## config.mk

```make
export PLATFORM = sky130hd
export DESIGN_NAME = mem_arbiter_flat
export DESIGN_NICKNAME = d
export VERILOG_FILES = /design/src/rtl/mem_arbiter_if.sv /design/src/rtl/mem_arbiter.sv /design/src/flat_wrapper.sv
export SDC_FILE = /design/constraint.sdc
export NUM_CORES = 1
export LEC_CHECK = 0
export CORE_AREA = 2 2 119 121
export DETAILED_ROUTE_END_ITERATION = 12
export DIE_AREA = 0 0 121 123
export PLACE_DENSITY = 0.81
export SYNTH_ARGS = -nofsm -noshare
export SYNTH_HDL_FRONTEND = slang
export SYNTH_SLANG_ARGS = --single-unit
```

## constraint.sdc

```tcl
create_clock -name clk -period 3.1 [get_ports clk]
set_input_delay 0.465 -clock clk [delete_from_list [all_inputs] [get_ports clk]]
set_output_delay 0.465 -clock clk [all_outputs]
set_load 0.1 [all_outputs]
```

## src/rtl/mem_arbiter_if.sv

```systemverilog
// Bus bundle between the two requesters, the arbiter and main/video memory.
// The slave modport is the arbiter's view; master is the requester/memory side.
interface mem_arbiter_if;
  logic        m0_req;
  logic        m1_req;
  logic [1:0]  m0_wr;
  logic [1:0]  m1_wr;
  logic [31:0] m0_addr;
  logic [31:0] m1_addr;
  logic [31:0] m0_wdata;
  logic [31:0] m1_wdata;
  logic        m0_ack;
  logic        m1_ack;
  logic [31:0] rdata;
  logic [31:0] mem_addr;
  logic [31:0] mem_wdata;
  logic        mem_read;
  logic [1:0]  mem_write;
  logic        vm_write;
  logic [31:0] mem_rdata;
  logic        busy;
  logic        gnt_id;

  modport slave (
    input  m0_req, m1_req, m0_wr, m1_wr, m0_addr, m1_addr, m0_wdata, m1_wdata, mem_rdata,
    output m0_ack, m1_ack, rdata, mem_addr, mem_wdata, mem_read, mem_write, vm_write, busy, gnt_id
  );

  modport master (
    output m0_req, m1_req, m0_wr, m1_wr, m0_addr, m1_addr, m0_wdata, m1_wdata, mem_rdata,
    input  m0_ack, m1_ack, rdata, mem_addr, mem_wdata, mem_read, mem_write, vm_write, busy, gnt_id
  );
endinterface

```

## src/rtl/mem_arbiter.sv

```systemverilog
// Two-port (CPU/DMA) memory arbiter with video-memory write decode; ARB_ROUND_ROBIN_EN selects round-robin tie-break.
// Latency: request sampled in IDLE -> MEM_LAT BUSY cycles -> one ACK cycle (one transaction per MEM_LAT+2 cycles).
// Backpressure: requesters hold req until their ack; a new request is only taken in IDLE.
module mem_arbiter #(
  parameter int unsigned MEM_LAT = 2
) (
  input  logic          clk,
  input  logic          rst,
  mem_arbiter_if.slave  bus
);

  typedef enum logic [1:0] {IDLE, BUSY, ACK} state_t;

  state_t      state;
  state_t      state_nxt;
  logic [3:0]  cnt;
  logic [31:0] lat_addr;
  logic [31:0] lat_wdata;
  logic [1:0]  lat_wr;
  logic        gnt_id_q;
  logic [31:0] rdata_q;
  logic        any_req;
  logic        sel;
  logic        take;
  logic        done;

  assign any_req = bus.m0_req | bus.m1_req;
  assign take    = (state == IDLE) && any_req;
  assign done    = (state == BUSY) && (cnt == 4'd0);

`ifdef ARB_ROUND_ROBIN_EN
  // last_gnt resets to 1 so the first tie after reset goes to port 0
  logic last_gnt;

  assign sel = (bus.m0_req && bus.m1_req) ? ~last_gnt : bus.m1_req;

  always_ff @(posedge clk or negedge rst) begin
    if (!rst) begin
      last_gnt <= 1'b1;
    end else if (take) begin
      last_gnt <= sel;
    end
  end
`else
  assign sel = ~bus.m0_req;
`endif

  always_ff @(posedge clk or negedge rst) begin
    if (!rst) begin
      state <= IDLE;
    end else begin
      state <= state_nxt;
    end
  end

  always_comb begin
    state_nxt = state;
    case (state)
      IDLE:    if (any_req) state_nxt = BUSY;
      BUSY:    if (done) state_nxt = ACK;
      ACK:     state_nxt = IDLE;
      default: state_nxt = IDLE;
    endcase
  end

  always_ff @(posedge clk or negedge rst) begin
    if (!rst) begin
      cnt       <= 4'd0;
      lat_addr  <= 32'd0;
      lat_wdata <= 32'd0;
      lat_wr    <= 2'b00;
      gnt_id_q  <= 1'b0;
      rdata_q   <= 32'd0;
    end else begin
      if (take) begin
        gnt_id_q  <= sel;
        lat_addr  <= sel ? bus.m1_addr  : bus.m0_addr;
        lat_wdata <= sel ? bus.m1_wdata : bus.m0_wdata;
        lat_wr    <= sel ? bus.m1_wr    : bus.m0_wr;
        cnt       <= 4'(MEM_LAT - 1);
      end else if ((state == BUSY) && (cnt != 4'd0)) begin
        cnt <= cnt - 4'd1;
      end
      if (done && (lat_wr == 2'b00)) begin
        rdata_q <= bus.mem_rdata;
      end
    end
  end

  assign bus.rdata  = rdata_q;
  assign bus.gnt_id = gnt_id_q;

  always_comb begin
    bus.mem_addr  = 32'd0;
    bus.mem_wdata = 32'd0;
    bus.mem_read  = 1'b0;
    bus.mem_write = 2'b00;
    bus.vm_write  = 1'b0;
    bus.m0_ack    = 1'b0;
    bus.m1_ack    = 1'b0;
    bus.busy      = (state != IDLE);
    case (state)
      BUSY: begin
        bus.mem_addr  = lat_addr;
        bus.mem_wdata = lat_wdata;
        if (lat_wr == 2'b00) begin
          bus.mem_read = 1'b1;
        end else if (lat_addr[31:28] == 4'hA) begin
          // 0xA region is video memory: only its single strobe fires
          bus.vm_write = lat_wr[0];
        end else begin
          bus.mem_write = lat_wr;
        end
      end
      ACK: begin
        bus.m0_ack = ~gnt_id_q;
        bus.m1_ack = gnt_id_q;
      end
      default: ;
    endcase
  end

endmodule

```

## src/flat_wrapper.sv

```systemverilog
// flat-port wrapper written by rule: the top's interface ports become plain ports
module mem_arbiter_flat 
#(
  parameter int unsigned MEM_LAT = 2
)
  (clk, rst, bus_m0_req, bus_m1_req, bus_m0_wr, bus_m1_wr, bus_m0_addr, bus_m1_addr, bus_m0_wdata, bus_m1_wdata, bus_mem_rdata, bus_m0_ack, bus_m1_ack, bus_rdata, bus_mem_addr, bus_mem_wdata, bus_mem_read, bus_mem_write, bus_vm_write, bus_busy, bus_gnt_id);
  mem_arbiter_if bus_i ();
  input  logic clk;
  input  logic rst;
  input wire logic [$bits(bus_i.m0_req)-1:0] bus_m0_req;
  input wire logic [$bits(bus_i.m1_req)-1:0] bus_m1_req;
  input wire logic [$bits(bus_i.m0_wr)-1:0] bus_m0_wr;
  input wire logic [$bits(bus_i.m1_wr)-1:0] bus_m1_wr;
  input wire logic [$bits(bus_i.m0_addr)-1:0] bus_m0_addr;
  input wire logic [$bits(bus_i.m1_addr)-1:0] bus_m1_addr;
  input wire logic [$bits(bus_i.m0_wdata)-1:0] bus_m0_wdata;
  input wire logic [$bits(bus_i.m1_wdata)-1:0] bus_m1_wdata;
  input wire logic [$bits(bus_i.mem_rdata)-1:0] bus_mem_rdata;
  output wire logic [$bits(bus_i.m0_ack)-1:0] bus_m0_ack;
  output wire logic [$bits(bus_i.m1_ack)-1:0] bus_m1_ack;
  output wire logic [$bits(bus_i.rdata)-1:0] bus_rdata;
  output wire logic [$bits(bus_i.mem_addr)-1:0] bus_mem_addr;
  output wire logic [$bits(bus_i.mem_wdata)-1:0] bus_mem_wdata;
  output wire logic [$bits(bus_i.mem_read)-1:0] bus_mem_read;
  output wire logic [$bits(bus_i.mem_write)-1:0] bus_mem_write;
  output wire logic [$bits(bus_i.vm_write)-1:0] bus_vm_write;
  output wire logic [$bits(bus_i.busy)-1:0] bus_busy;
  output wire logic [$bits(bus_i.gnt_id)-1:0] bus_gnt_id;
  assign bus_i.m0_req = bus_m0_req;
  assign bus_i.m1_req = bus_m1_req;
  assign bus_i.m0_wr = bus_m0_wr;
  assign bus_i.m1_wr = bus_m1_wr;
  assign bus_i.m0_addr = bus_m0_addr;
  assign bus_i.m1_addr = bus_m1_addr;
  assign bus_i.m0_wdata = bus_m0_wdata;
  assign bus_i.m1_wdata = bus_m1_wdata;
  assign bus_i.mem_rdata = bus_mem_rdata;
  assign bus_m0_ack = bus_i.m0_ack;
  assign bus_m1_ack = bus_i.m1_ack;
  assign bus_rdata = bus_i.rdata;
  assign bus_mem_addr = bus_i.mem_addr;
  assign bus_mem_wdata = bus_i.mem_wdata;
  assign bus_mem_read = bus_i.mem_read;
  assign bus_mem_write = bus_i.mem_write;
  assign bus_vm_write = bus_i.vm_write;
  assign bus_busy = bus_i.busy;
  assign bus_gnt_id = bus_i.gnt_id;
  mem_arbiter #(.MEM_LAT(MEM_LAT)) u_core (.clk(clk), .rst(rst), .bus(bus_i));
endmodule
```

# Yosys cells after proc, flatten, opt, wreduce, memory -nomap -nowiden
# Cells that the tools add are included.
[totals] reg_bits=105 input_bits=168 output_inout_bits=104 word_cells=47
[classes] addsub=1 n_eq_ne=5 mux=20 bitwise_logic=3 reduce_logical=11
[op_table] cell="$mux W32" count=4
[op_table] cell="$mux W2" count=6
[op_table] cell="$mux W4" count=2
[op_table] cell="$mux W1" count=7
[op_table] cell="$eq A4 B4 Y1 const B" count=1
[op_table] cell="$logic_and A1 B1 Y1" count=4
[op_table] cell="$logic_not A2 Y1" count=2
[op_table] cell="$logic_not A4 Y1" count=1
[op_table] cell="$ne A2 B1 Y1 const B" count=2
[op_table] cell="$pmux W2 S2" count=1
[op_table] cell="$reduce_bool A2 Y1" count=2
[op_table] cell="$reduce_bool A4 Y1" count=1
[op_table] cell="$sub A4 B1 Y4 const B" count=1
[op_table] cell="$eq A2 B1 Y1 const B" count=1
[op_table] cell="$eq A2 B2 Y1 const B" count=1
[op_table] cell="$not A1 Y1" count=2
[op_table] cell="$reduce_and A2 Y1" count=1
[op_table] cell="$or A1 B1 Y1" count=1

# Depth between registers and ports, before layout
[depth] word_depth=4 depth_mapped=8 ltp_nobuf=5

# Worst setup path before layout
# No wires, ideal clock.
[synth_timing] kind="reg2out" from="register u_core.gnt_id_q (netlist: u_core.bus.gnt_id)" to="output bus_m0_ack" arrival_time_ns=3.109 t_required_ns=2.635 setup_slack_ns=-0.474 path_stages_with_launch=2 n_path_buf=0 path_cell_list="dfrtp_1 nor3b_1"
[synth_between] elab_chain_cells=2
[synth_rtl] element="start: declaration" line_no="mem_arbiter.sv:20" source="logic gnt_id_q;"
[synth_rtl] element="start signal: assignment" line_no="mem_arbiter.sv:76" source="gnt_id_q <= sel;"
[synth_rtl] element="$not A1 Y1" line_no="mem_arbiter.sv:116" source="bus.m0_ack = ~gnt_id_q;"
[synth_rtl] element="$mux W1" line_no="mem_arbiter.sv:102" source="case (state)"
[synth_rtl] element="end: declaration" line_no="flat_wrapper.sv:19" source="output wire logic [$bits(bus_i.m0_ack)-1:0] bus_m0_ack;"
# Every way passes these cells.

# Worst setup path after layout
[layout_timing] from="register u_core.state[0]" to="output bus_mem_addr[4]"
[layout_between] elab_chain_cells=2
[layout_rtl] element="start: declaration" line_no="mem_arbiter.sv:14" source="state_t state;"
[layout_rtl] element="start signal: assignment" line_no="mem_arbiter.sv:52" source="state <= state_nxt;"
[layout_rtl] element="$eq A2 B1 Y1" line_no="mem_arbiter.sv:102"
[layout_rtl] element="$mux W32" line_no="mem_arbiter.sv:102"
[layout_rtl] element="end: declaration" line_no="flat_wrapper.sv:22" source="output wire logic [$bits(bus_i.mem_addr)-1:0] bus_mem_addr;"
# Every way passes these cells.

==> impl_summary.txt <==
----------------------------------------------------
[Status]
  Run status ... finished clean

[Drt]
  Wirelength per Cell ... 17.7 um
  Detailed Route Iter0 Violations ... 277
  Routed Wire Length ... 16.2 mm
  Number of antenna-violating nets in the routed design ... 0
  Router iterations before antenna repair ... 4
  DRC violation count after routing ... 0
  Total via count in the routed design ... 4750
  Number of vias per cell ... 5.17

[Synthesis]
  Distinct cell type count after synthesis ... 31
  Fraction of synthesis flops using an asynchronous set or reset pin ... 100%
  Seq cells post-synth ... 105
  Warnings from Yosys ... 0
  Leading register cell type out of synthesis ... dfrtp_1
  Syn nets ... 655
  Most frequently used cell type in the post-synthesis netlist ... a21oi_1
  Mean instance size in the synthesized netlist ... 10.9 um2
  Cell type with the largest total area after synthesis ... dfrtp_1
  Cell Area, Synth ... 0.00531 mm2
  Post-synth top cells ... a21oi_1, dfrtp_1, mux2i_1
  Cells after synthesis ... 485
  Top cells by area in the synthesized netlist ... dfrtp_1, a21oi_1, mux2i_1, mux2_4, and2_1
  Count of flip-flops with a built-in enable after synthesis ... 0
  Proportion of synthesized chip area in sequential cells ... 49.5%
  Share of Yosys cell area claimed by the top area cell type ... 49.5%

[Clocking]
  Post-CTS clock slew at the launch and capture registers of the worst setup and hold paths ... 0.07 ns
  Clk Latency, worst-skew pair ... 0.35 ns
  Clock buffer count from CTS ... 9
  Number of instances resized during post-cts repair ... 0
  Clock Sinks ... 105
  Clock root cell ... clkbuf_16
  Depth of the CTS H-tree ... 3
  CTS tree ... built
  Maximum count of clock buffers along a single path ... 2
  Post CTS Setup Buffer Count ... 0
  Cts-stage hold buffer count ... 0

[Placement]
  Cell area after placement ... 0.00811 mm2
  Port buffer count ... 271
  Gp weighted congestion ... 0.756
  Placed wire-length estimate ... 12.0 mm

[STA]
  Number of setup violations in the final report ... 0
  Setup repair after global routing missed its margin ... no
  Final Critical Period ... 2.69 ns
  Setup TNS ... 0 ns
  Worst Clk Skew ... 0.00625 ns
  Max-slew violations ... 0
  Count of final hold-check violations ... 0
  Max-slew headroom ... 30.8%
  Final critical-path share of the clock period ... 86.8%
  Measured slew at the worst slew-check pin ... 1.04 ns
  Max frequency ... 372 MHz

[Worst setup path]
  Reg-to-reg startpoint ... u_core.cnt[0]$_DFFE_PN0P_
  Critical path's slowest cell ... nor2b_4
  Cells along the critical path ... nor2b_4 -> buf_12 -> and2_1 -> buf_4
  Count of buffering cells on the critical path with inverters included ... 2
  Worst-case register-to-register setup slack ... 0.72 ns
  Worst Path Class, Setup ... flop to output pin
  Reg2reg path depth ... 5
  Crit-path leading delay family ... simple AND/OR/NAND/NOR gates
  Highest cell delay on the worst timing path ... 0.61 ns
  Crit end category ... output pin
  Data required, critical path ... 2.63 ns
  Maximum fanout encountered on the critical timing path ... 38
  CP startpoint kind ... flop
  Reg2reg end ... u_core.bus.rdata[29]$_DFFE_PN0P_
  Arrival time reported for the critical path endpoint ... 2.23 ns

[Global route]
  Global router's overall resource usage ... 21.2%
  Global-route wire length before repair ... 24.3 mm
  Initial antenna violation count ... 0
  Vias in the first global route ... 4757
  Remaining global-route overflow ... 0
  Pin count of the biggest net entering global routing ... 72

[Cells and area]
  Fraction of layout instances using a drive strength above 1 ... 23.2%
  Final core utilization ... 61.7%
  Fill cell instance count of the final layout ... 1098
  Area added between synthesis and finish ... 58.4%
  Fin nets ... 903
  Antenna cell count ... 0
  Post-route cell area ... 0.00840 mm2

[Run]
  Max-capacitance violation count ... 0

[Floorplan]
  Die Ht ... 123 um
  Floorplan core area ... 0.0136 mm2
  Initial standard-cell utilization of the core ... 39.0%
  Core Rows ... 43
  Area of the die ... 0.0149 mm2
  I/O pin cnt ... 272
  Width of the die ... 121 um

[Min path]
  Type of the most critical hold path ... primary input to async pin

----------------------------------------------------
[metrics by stage]
stage                     std cells  worst slack [ns]  hold slack [ns]
after detailed placement        902             0.617            0.495
after global routing            918             0.247            0.179
after global placement          902             0.727            0.492
after floorplan                 485             0.379            0.169
after CTS                       918             0.368            0.159
final                           918             0.410            0.142
[flip-flops by register name, summed over array words and instances, names as in the netlist]
register           count
u_core.state           2
u_core.lat_addr       32
u_core.lat_wr          2
u_core.cnt             4
u_core.bus.rdata      32
u_core.lat_wdata      32
u_core.bus.gnt_id      1
[kinds of logic after synthesis]
| logic type | Yosys count | synth area share (%) |
|---|---|---|
| compound gates | 141 | 13.4 |
| fa+ha+maj | 2 | 0.472 |
| simple gates | 93 | 10.8 |
| buf+inv | 46 | 4.43 |
| flops | 105 | 49.5 |
| mux | 98 | 21.4 |
[worst max-delay path by stage]
stage                                      startpoint                              end  slack (ns)  cells past startpoint
after global placement                     bus_m1_req  u_core.lat_wdata[1]$_DFFE_PN0P_        0.73                      5
after global routing      u_core.state[0]$_DFFE_PN0P_                 bus_mem_addr[28]        0.25                      4
after detailed placement                   bus_m1_req  u_core.lat_wdata[4]$_DFFE_PN0P_        0.62                      5
after floorplan           u_core.state[0]$_DFFE_PN0P_                     bus_vm_write        0.38                      4
final                     u_core.state[0]$_DFFE_PN0P_                  bus_mem_addr[4]        0.41                      4
after CTS                 u_core.state[0]$_DFFE_PN0P_                     bus_vm_write        0.37                      5
[cell type report]
cell class	instances	area (um2)	share of cell area (%)
Clock buffer	10	239	2.84
Clock inverter	6	57.6	0.685
Inverter	4	15.0	0.179
Multi-Input combinational cell	334	2470	29.4
Sequential cell	105	2630	31.3
Tap cell	180	225	2.68
Timing Repair Buffer	279	2770	33.0
[placed cells by master, fill, tap and decap left out, types with 2 or more instances in the layout]
cell             Yosys  layout
a21oi_1            137     137
and2_1              64      64
and3_1               2       2
buf_12               3      21
buf_4                0      93
clkbuf_16            0       9
clkdlybuf4s50_1      0     165
clkinv_2             0       4
dfrtp_1            105     105
ha_1                 2       2
inv_1                4       4
mux2_2               2       2
mux2_4              30      30
mux2i_1             66      66
nand2_1              5       5
nor2_1               4       3
nor3_1               5       4
o21ai_0              2       2
[per-layer routing]
metal / vias up / track usage, % / part of all wire [%]
met5: - / 0 / 0
met4: 0 / 8.36 / 2.1
met3: 26 / 5.86 / 9.2
met2: 233 / 36.3 / 49
met1: 2300 / 25.3 / 40
li1: 2191 / - / -
Power is not shown: default switching activity piles up to over one toggle a cycle in this logic, so the estimate is an artifact.
